===== config.mk =====
export PLATFORM = sky130hd
export DESIGN_NAME = flit_rr_mux_flat
export DESIGN_NICKNAME = d
export VERILOG_FILES = /design/src/rtl/flit_rr_mux_if.sv /design/src/rtl/flit_rr_mux.sv /design/src/flat_wrapper.sv
export SDC_FILE = /design/constraint.sdc
export NUM_CORES = 1
export LEC_CHECK = 0
export CAP_MARGIN = 20
export CELL_PAD_IN_SITES_DETAIL_PLACEMENT = 1
export CELL_PAD_IN_SITES_GLOBAL_PLACEMENT = 1
export CORE_MARGIN = 4
export CORE_UTILIZATION = 22
export CTS_BUF_LIST = sky130_fd_sc_hd__clkbuf_8
export CTS_CLUSTER_SIZE = 24
export DETAILED_ROUTE_END_ITERATION = 8
export GPL_ROUTABILITY_DRIVEN = 0
export PLACE_DENSITY = 0.8
export SLEW_MARGIN = 10
export SYNTH_ARGS = -nofsm -noshare
export SYNTH_HDL_FRONTEND = slang
export SYNTH_SLANG_ARGS = --single-unit

===== constraint.sdc =====
create_clock -name clk -period 2.3 [get_ports clk]
set_input_delay 0.345 -clock clk [delete_from_list [all_inputs] [get_ports clk]]
set_output_delay 0.345 -clock clk [all_outputs]
set_load 0.02 [all_outputs]

===== src/rtl/flit_rr_mux_if.sv =====
// Flit port bundle between the input ports and the round-robin mux plus its output link.
// The master modport is the side that drives flits in and accepts the output; the mux uses slave.
interface flit_rr_mux_if #(
  parameter int unsigned NPORT = 4,
  parameter int unsigned DATAW = 64,
  parameter int unsigned VCHW  = 2
);
  localparam int unsigned FLITW = DATAW + 2;

  logic [NPORT*FLITW-1:0] idata;
  logic [NPORT-1:0]       ivalid;
  logic [NPORT*VCHW-1:0]  ivch;
  logic [NPORT-1:0]       iready;
  logic [FLITW-1:0]       odata;
  logic                   ovalid;
  logic [VCHW-1:0]        ovch;
  logic                   oready;
  logic [NPORT-1:0]       ogrant;
  logic                   oerr;

  modport master (
    output idata, ivalid, ivch, oready,
    input  iready, odata, ovalid, ovch, ogrant, oerr
  );

  modport slave (
    input  idata, ivalid, ivch, oready,
    output iready, odata, ovalid, ovch, ogrant, oerr
  );
endinterface


===== src/rtl/flit_rr_mux.sv =====
// Registered N-to-1 flit mux: round-robin grant per packet (HEAD..TAIL), one output register stage.
// Non-HEAD flits arriving while idle are consumed and dropped with a one-cycle oerr pulse.
module flit_rr_mux #(
  parameter int unsigned NPORT = 4,
  parameter int unsigned DATAW = 64,
  parameter int unsigned VCHW  = 2
) (
  input  logic         clk,
  input  logic         rst_,
  flit_rr_mux_if.slave bus
);
  localparam int unsigned FLITW = DATAW + 2;
  localparam int unsigned PW    = (NPORT > 1) ? $clog2(NPORT) : 1;
  localparam int unsigned IW    = PW + 1;
  localparam logic [1:0]  T_HEAD = 2'b01;
  localparam logic [1:0]  T_TAIL = 2'b11;

  typedef enum logic {IDLE, LOCKED} state_e;

  state_e             state_q, state_d;
  logic [PW-1:0]      owner_q, owner_d;
  logic [PW-1:0]      rr_q, rr_d;
  logic [FLITW-1:0]   data_q, data_d;
  logic [VCHW-1:0]    vch_q, vch_d;
  logic               valid_q, valid_d;
  logic [NPORT-1:0]   grant_q, grant_d;
  logic               err_q, err_d;

  logic               load;
  logic               found;
  logic               accept;
  logic [PW-1:0]      pick;
  logic [PW-1:0]      sel;
  logic [IW-1:0]      idx;
  logic [FLITW-1:0]   sel_flit;
  logic [VCHW-1:0]    sel_vch;
  logic [1:0]         sel_type;
  logic [NPORT-1:0]   iready;

  function automatic logic [PW-1:0] next_port(input logic [PW-1:0] p);
    return (p == PW'(NPORT - 1)) ? '0 : p + PW'(1);
  endfunction

  // State register: reset drops any held flit and in-flight packet
  always_ff @(posedge clk) begin
    if (!rst_) begin
      state_q <= IDLE;
      owner_q <= '0;
      rr_q    <= '0;
      data_q  <= '0;
      vch_q   <= '0;
      valid_q <= 1'b0;
      grant_q <= '0;
      err_q   <= 1'b0;
    end else begin
      state_q <= state_d;
      owner_q <= owner_d;
      rr_q    <= rr_d;
      data_q  <= data_d;
      vch_q   <= vch_d;
      valid_q <= valid_d;
      grant_q <= grant_d;
      err_q   <= err_d;
    end
  end

  // Arbitration and handshake: round-robin pick in IDLE, owner only while LOCKED
  always_comb begin
    load     = !valid_q || bus.oready;
    pick     = rr_q;
    found    = 1'b0;
    idx      = '0;
    sel_flit = '0;
    sel_vch  = '0;
    iready   = '0;
    for (int unsigned i = 0; i < NPORT; i++) begin
      idx = IW'(rr_q) + IW'(i);
      if (idx >= IW'(NPORT)) idx = idx - IW'(NPORT);
      if (!found && bus.ivalid[idx[PW-1:0]]) begin
        found = 1'b1;
        pick  = idx[PW-1:0];
      end
    end
    sel = (state_q == LOCKED) ? owner_q : pick;
    for (int unsigned p = 0; p < NPORT; p++) begin
      if (sel == PW'(p)) begin
        sel_flit = bus.idata[p*FLITW +: FLITW];
        sel_vch  = bus.ivch[p*VCHW +: VCHW];
      end
    end
    sel_type = sel_flit[FLITW-1 -: 2];
    if (rst_ && ((state_q == LOCKED) || found)) iready[sel] = load;
    accept = iready[sel] && bus.ivalid[sel];
  end

  // Next state and output-register update
  always_comb begin
    state_d = state_q;
    owner_d = owner_q;
    rr_d    = rr_q;
    data_d  = data_q;
    vch_d   = vch_q;
    valid_d = valid_q;
    grant_d = grant_q;
    err_d   = 1'b0;
    if (load) valid_d = 1'b0;
    case (state_q)
      IDLE: begin
        if (accept) begin
          if (sel_type == T_HEAD) begin
            state_d = LOCKED;
            owner_d = pick;
            grant_d = NPORT'(1) << pick;
            data_d  = sel_flit;
            vch_d   = sel_vch;
            valid_d = 1'b1;
          end else begin
            err_d = 1'b1;
            rr_d  = next_port(pick);
          end
        end
      end
      LOCKED: begin
        if (accept) begin
          data_d  = sel_flit;
          vch_d   = sel_vch;
          valid_d = 1'b1;
          if (sel_type == T_TAIL) begin
            state_d = IDLE;
            grant_d = '0;
            rr_d    = next_port(owner_q);
          end
        end
      end
      default: state_d = IDLE;
    endcase
  end

  assign bus.iready = iready;
  assign bus.odata  = data_q;
  assign bus.ovalid = valid_q;
  assign bus.ovch   = vch_q;
  assign bus.ogrant = grant_q;
  assign bus.oerr   = err_q;
endmodule

===== src/flat_wrapper.sv =====
// flat-port wrapper written by rule: the top's interface ports become plain ports
module flit_rr_mux_flat 
#(
  parameter int unsigned NPORT = 4,
  parameter int unsigned DATAW = 64,
  parameter int unsigned VCHW  = 2
)
  (clk, rst_, bus_idata, bus_ivalid, bus_ivch, bus_oready, bus_iready, bus_odata, bus_ovalid, bus_ovch, bus_ogrant, bus_oerr);
  flit_rr_mux_if #(.NPORT(NPORT), .DATAW(DATAW), .VCHW(VCHW)) bus_i ();
  input  logic clk;
  input  logic rst_;
  input wire logic [$bits(bus_i.idata)-1:0] bus_idata;
  input wire logic [$bits(bus_i.ivalid)-1:0] bus_ivalid;
  input wire logic [$bits(bus_i.ivch)-1:0] bus_ivch;
  input wire logic [$bits(bus_i.oready)-1:0] bus_oready;
  output wire logic [$bits(bus_i.iready)-1:0] bus_iready;
  output wire logic [$bits(bus_i.odata)-1:0] bus_odata;
  output wire logic [$bits(bus_i.ovalid)-1:0] bus_ovalid;
  output wire logic [$bits(bus_i.ovch)-1:0] bus_ovch;
  output wire logic [$bits(bus_i.ogrant)-1:0] bus_ogrant;
  output wire logic [$bits(bus_i.oerr)-1:0] bus_oerr;
  assign bus_i.idata = bus_idata;
  assign bus_i.ivalid = bus_ivalid;
  assign bus_i.ivch = bus_ivch;
  assign bus_i.oready = bus_oready;
  assign bus_iready = bus_i.iready;
  assign bus_odata = bus_i.odata;
  assign bus_ovalid = bus_i.ovalid;
  assign bus_ovch = bus_i.ovch;
  assign bus_ogrant = bus_i.ogrant;
  assign bus_oerr = bus_i.oerr;
  flit_rr_mux #(.NPORT(NPORT), .DATAW(DATAW), .VCHW(VCHW)) u_core (.clk(clk), .rst_(rst_), .bus(bus_i));
endmodule

### After elaboration in Yosys (flattened, before gate mapping)

Index checks and enable logic that the tools add are counted.

| storage, ports and cells | value |
|---|---|
| register bits | 79 |
| ROM bits | 0 |
| memories kept | 0 |
| bits of input ports | 279 |
| bits in latches | 0 |
| memory bits (writable) | 0 |
| output and inout port bits | 78 |
| word-level logic and storage cells | 129 |

| operators by class | value |
|---|---|
| shift-type cells | 1 |
| reduce and logical (&&, ||, !) cells | 18 |
| multiply operators | 0 |
| magnitude comparators | 10 |
| div/mod/pow operators | 0 |
| bitwise gates (word level) | 4 |
| equal/unequal tests | 12 |
| muxes and demuxes | 67 |
| $add $sub $neg | 9 |

Operators with widths:

| kind | count |
|---|---|
| $mux 66 | 7 |
| $pmux 66 s2 | 1 |
| $mux 2 | 22 |
| $mux 1 | 20 |
| $mux 4 | 5 |
| $lt 2x3->1 const B | 5 |
| $bmux 1 s2 | 6 |
| $eq 2x2->1 const B | 5 |
| $ge 3x3->1 const B | 3 |
| $pmux 2 s2 | 2 |
| $pmux 4 s2 | 1 |
| $reduce_and 4->1 | 2 |
| $sub 2x1->2 const B | 4 |
| $add 2x2->3 const B | 2 |
| $logic_and 1x1->1 | 6 |
| $ne 2x2->1 const B | 3 |
| $reduce_and 3->1 | 2 |
| $add 2x1->2 const B | 2 |
| $and 4x4->4 | 1 |
| $eq 2x1->1 const B | 2 |
| $logic_not 1->1 | 4 |
| $ne 2x1->1 const B | 2 |
| $pmux 1 s2 | 2 |
| $shl 1x2->4 const A | 1 |
| 8 further kinds | 11 |

### Longest topological paths before layout

| depth | value |
|---|---|
| depth in word-level cells | 26 |
| depth in mapped cells | 12 |
| mapped depth without buffers | 9 |

### Worst setup path after synthesis

OpenSTA, ideal clock, no wires.

| timing path | value |
|---|---|
| kind | reg2reg |
| from | register u_core.rr_q[0] |
| to | register u_core.grant_q[0] (netlist: u_core.bus.ogrant[0]) |
| stages on the path, launching flop included | 9 |
| slack | -0.010 ns |
| path buffers | 1 |
| required time | 2.178 ns |
| setup time | 0.122 ns |
| clock period less this slack | 2.310 ns |
| data arrival time | 2.188 ns |
| cell sequence | dfxtp_1 -> inv_1 -> o31ai_1 -> and4_4 -> a21o_1 -> buf_6 -> mux2_4 -> or2_4 -> a311o_1 |

| on the way | value |
|---|---|
| cells in the longest elaborated chain, start to end | 26 |
| elaborated cells on any way between the ends | 71 |
| those cells by class | add/sub: 7; order compare: 6; eq/ne: 9; shift: 1; mux: 35; bitwise: 1; reduce/logical: 12 |

Ends and longest elaborated chain:

| element | line | source |
|---|---|---|
| start, declared | flit_rr_mux.sv:22 | `logic [PW-1:0] rr_q, rr_d;` |
| start signal, assigned | flit_rr_mux.sv:58 | `rr_q <= rr_d;` |
| parallel branches: the longest is 26 deep, another holds $add 2x1->3 | n/a |  |
| end signal, assigned | flit_rr_mux.sv:62 | `grant_q <= grant_d;` |
| end, declared | flit_rr_mux.sv:26 | `logic [NPORT-1:0] grant_q, grant_d;` |

Several ways; the timed one is not identified. The select of a mux whose other input is x is not followed.
A chain may end at the register's enable or synchronous reset.

### Worst setup path after layout

| timing path | value |
|---|---|
| from | register u_core.rr_q[1] |
| to | register u_core.data_q[13] (netlist: u_core.bus.odata[13]) |

| on the way | value |
|---|---|
| cells in the longest elaborated chain, start to end | 26 |
| elaborated cells on any way between the ends | 69 |
| those cells by class | add/sub: 7; order compare: 6; eq/ne: 7; mux: 36; bitwise: 1; reduce/logical: 12 |

Ends and longest elaborated chain:

| element | line | source |
|---|---|---|
| parallel branches: the longest is 26 deep, another holds $add 2x1->3 | n/a |  |
| end signal, assigned | flit_rr_mux.sv:59 | `data_q <= data_d;` |
| end, declared | flit_rr_mux.sv:23 | `logic [FLITW-1:0] data_q, data_d;` |

Several ways; the timed one is not identified. The select of a mux whose other input is x is not followed.

==> run_results.csv <==
group,metric,value,unit
run_status,outcome,"complete, but fails checks",
run_status,violations,"negative setup slack",
yosys,synth_cell_types,48,
critical_path,crit_chain,"buf_6, nor3_4, nor3_4, a2bb2oi_4, buf_12, mux2i_1, mux2i_2, o21bai_4, buf_12, buf_6, mux2i_1",
clocking,clkSlewWorstSetupHoldPaths,0.10,ns
sta,rsz0062_at_grt,"yes",
finish,layout.nets,1523,
critical_path,slowest_stage,"dfxtp_4",
routing,route.detailed.drc,0,
yosys,synth_seq_area_share,27.8,%
finish,drive_gt1_share,11.4,%
routing,routedWlPerCell,17.3,um
die,dieArea,28500,um2
yosys,synth_warnings,0,
die,coreArea,25300,um2
sta,slew_headroom,34.4,%
finish,nFillCells,3067,
global_route,grt_pass1_wl,39.0,mm
yosys,ys_ff_latch,79,
clocking,clk_latency,0.37,ns
global_route,antenna_found_initial,0,
critical_path,arrival,2.76,ns
die,die_x,169,um
critical_path,path_buf_inv,4,
critical_path,worst_path_dominant_cell_family,"buffers and inverters",
sta,slew_violations,0,
job,maxCapViolCount,0,
die,rows,58,
sta,clock.fmax,0.405,GHz
sta,tightest_slew,0.984,ns
routing,drt_iter0_markers,281,
finish,num_antenna_cells,0,
power_and_ir_drop,vdd_drop_max,0.000418,V
routing,routed_wl,27.2,mm
sta,hold_viol,0,
clocking,tritoncts,"done",
global_route,grt_pass1_vias,7414,
yosys,synthCells,869,
place,io_buffers,356,
die,die_h,169,um
finish,synthToLayoutAreaGrowth,87.1,%
die,ioPinCount,357,
clocking,cts_inserted_buffers,9,
clocking,clock-sinks,79,
clocking,ctsHtreeMaxLevel,3,
die,start_util,22.5,%
sta,finalSetupViolations,74,
sta,finClkSkew,0.0208,ns
routing,vias,7291,
worst_hold_path,hold_class,"flop to flop",
finish,postLayoutCellArea,10600,um2
clocking,cts-root-buf,"clkbuf_8",
yosys,synth_area,5690,um2
critical_path,worst_setup_path_start_kind,"flop",
sta,final.min_clock_period,2.47,ns
global_route,gr-total-overflow,0,
power_and_ir_drop,p_per_area,1070,nW/um2
sta,layout_setup_ws,-0.167,ns
critical_path,cp_data_required_time,2.60,ns
critical_path,cp-end-kind,"flop",
routing,drtPass1Iterations,4,
place,pre_cts_slack,-0.676,ns
critical_path,crit_fanout,8,
routing,via_per_inst,4.63,
place,dp_hpwl,20.1,mm
place,placed_cell_area,9820,um2
sta,tns,-7.90,ns
global_route,grt_max_degree,88,
clocking,clock_path_buffers,2,
yosys,synth_nets,1153,
finish,seq_area,1590,um2
yosys,avgSynthCellArea,6.55,um2
routing,ant_nets,0,
critical_path,slowest_delay,0.38,ns
power_and_ir_drop,power.leakage,4.54,nW
sta,min_period_over_period,107,%
finish,multi_input_area,4000,um2
critical_path,path_class,"flop to flop",
clocking,cts_hold_buf,0,
global_route,grt_use_total,16.9,%
worst paths after layout:
kind	startpoint	end	slack, ns	depth (start not counted)
worst max register to register	u_core.rr_q[1]	u_core.bus.odata[13]	-0.17	11
worst max-delay path	u_core.rr_q[1]	u_core.bus.odata[13]	-0.17	11
worst min-delay path	u_core.bus.odata[44]	u_core.bus.odata[44]	0.46	2
worst min register to register	u_core.bus.odata[44]	u_core.bus.odata[44]	0.46	2
synth_stat cells (all sizes together):
cell     number  share of area, %
nand2b        4              0.44
a21o          1              0.13
nor3          5              0.62
dfxtp        79                28
and2          1              0.11
ha            5               1.1
inv           5              0.33
or3           1              0.11
mux4          2              0.79
o31a          1              0.15
a211oi        2              0.26
nor4          6              0.77
mux2          2              0.46
buf          32               3.9
and4          1              0.20
clkbuf       38               2.5
or2           1              0.15
a31oi         1              0.11
and2b         1              0.13
and3          1              0.11
o21a          3              0.40
o311a         1              0.18
a21boi        3              0.40
o31ai         2              0.35
nand3        75               6.6
o21ai        71               6.2
a2bb2oi       2              0.42
mux2i        84                15
nand2       211                14
o21bai        2              0.26
nor2b         9               1.0
o2bb2ai       2              0.53
nor2        208                14
a311o         4              0.70
a21oi         3              0.26
area by class of cell:
type                    instances  share of cell area (%)
inverters                       5                   0.176
clock inverters                 7                   0.846
multi-input cells             715                    37.6
flip-flops and latches         79                    14.9
well taps                     330                    3.88
repair buffers                429                    41.4
clock buffers                   9                    1.16
power breakdown:
group	total (mW)	switching, mW	internal (mW)	leakage [nW]
sequential	2.35	0.361	1.99	0.648
combinational	7.82	4.21	3.61	3.79
clock	1.20	0.597	0.605	0.104
total	11.4	5.16	6.21	4.54
tightest hold or removal path, stage by stage, from the launching register on:
cell	delay, ns
dfxtp_1	0.31
nand2_1	0.05
mux2i_1	0.05
layout by cell type (no fill, tap or decap), drive strengths merged, types with 2 or more instances in the layout:
| cell | synthesis | layout |
|---|---|---|
| a211oi | 2 | 2 |
| a21boi | 3 | 3 |
| a21oi | 3 | 3 |
| a2bb2oi | 2 | 2 |
| a311o | 4 | 4 |
| buf | 32 | 70 |
| bufinv | 0 | 2 |
| clkbuf | 38 | 17 |
| clkdlybuf4s50 | 0 | 347 |
| clkinvlp | 0 | 3 |
| dfxtp | 79 | 79 |
| dlygate4sd2 | 0 | 3 |
| ha | 5 | 5 |
| inv | 5 | 7 |
| mux2 | 2 | 2 |
| mux2i | 84 | 84 |
| mux4 | 2 | 2 |
| nand2 | 211 | 211 |
| nand2b | 4 | 4 |
| nand3 | 75 | 75 |
| nor2 | 208 | 208 |
| nor2b | 9 | 9 |
| nor3 | 5 | 5 |
| nor4 | 6 | 6 |
| o21a | 3 | 3 |
| o21ai | 71 | 71 |
| o21bai | 2 | 2 |
| o2bb2ai | 2 | 2 |
| o31ai | 2 | 2 |
kinds of logic (layout without fill, tap and decap cells):
kind of cell               count (synthesis)  count (layout)  synth area share [%]
AOI/OAI and AO/OA                         98              98                  10.4
adders and majority gates                  5               5                  1.10
buffers and inverters                     75             450                  6.75
DFF                                       79              79                  27.8
muxes                                     88              88                  16.0
and+or+nand+nor                          524             524                  37.9
through the flow:
stage	power (mW)	cells	util [%]	hold slack [ns]
final	11.4	1574	42.0	0.461
after detailed placement	9.51	1537	38.8	0.455
after CTS	10.9	1559	40.2	0.467
after floorplan	6.30	869	-	0.483
after global routing	12.3	1574	42.0	0.483
after global placement	9.31	1537	38.8	0.444
registers in the layout, summed over array words and instances, names as in the netlist:
signal             flops
u_core.bus.odata      66
u_core.bus.ovch        2
u_core.bus.ovalid      1
u_core.state_q         1
u_core.bus.ogrant      4
u_core.rr_q            2
u_core.bus.oerr        1
u_core.owner_q         2
what timing repair did:
| action | in CTS | in global routing |
|---|---|---|
| gates resized for setup | 46 | 44 |
| pin swaps | 12 | 13 |
| cloned | 0 | 11 |
| setup buffers | 6 | 5 |
| endpoints found under the setup margin | 82 | 81 |
routing by layer:
layer / share of wire [%] / routed length [um] / track usage (%)
met1: 41 / 11100 / 19.8
met2: 49 / 13400 / 29.9
met3: 7.3 / 2000 / 4.72
met4: 2.5 / 688 / 5.12
met5: 0 / 0 / 0
Power figures use the tool's default switching activity.
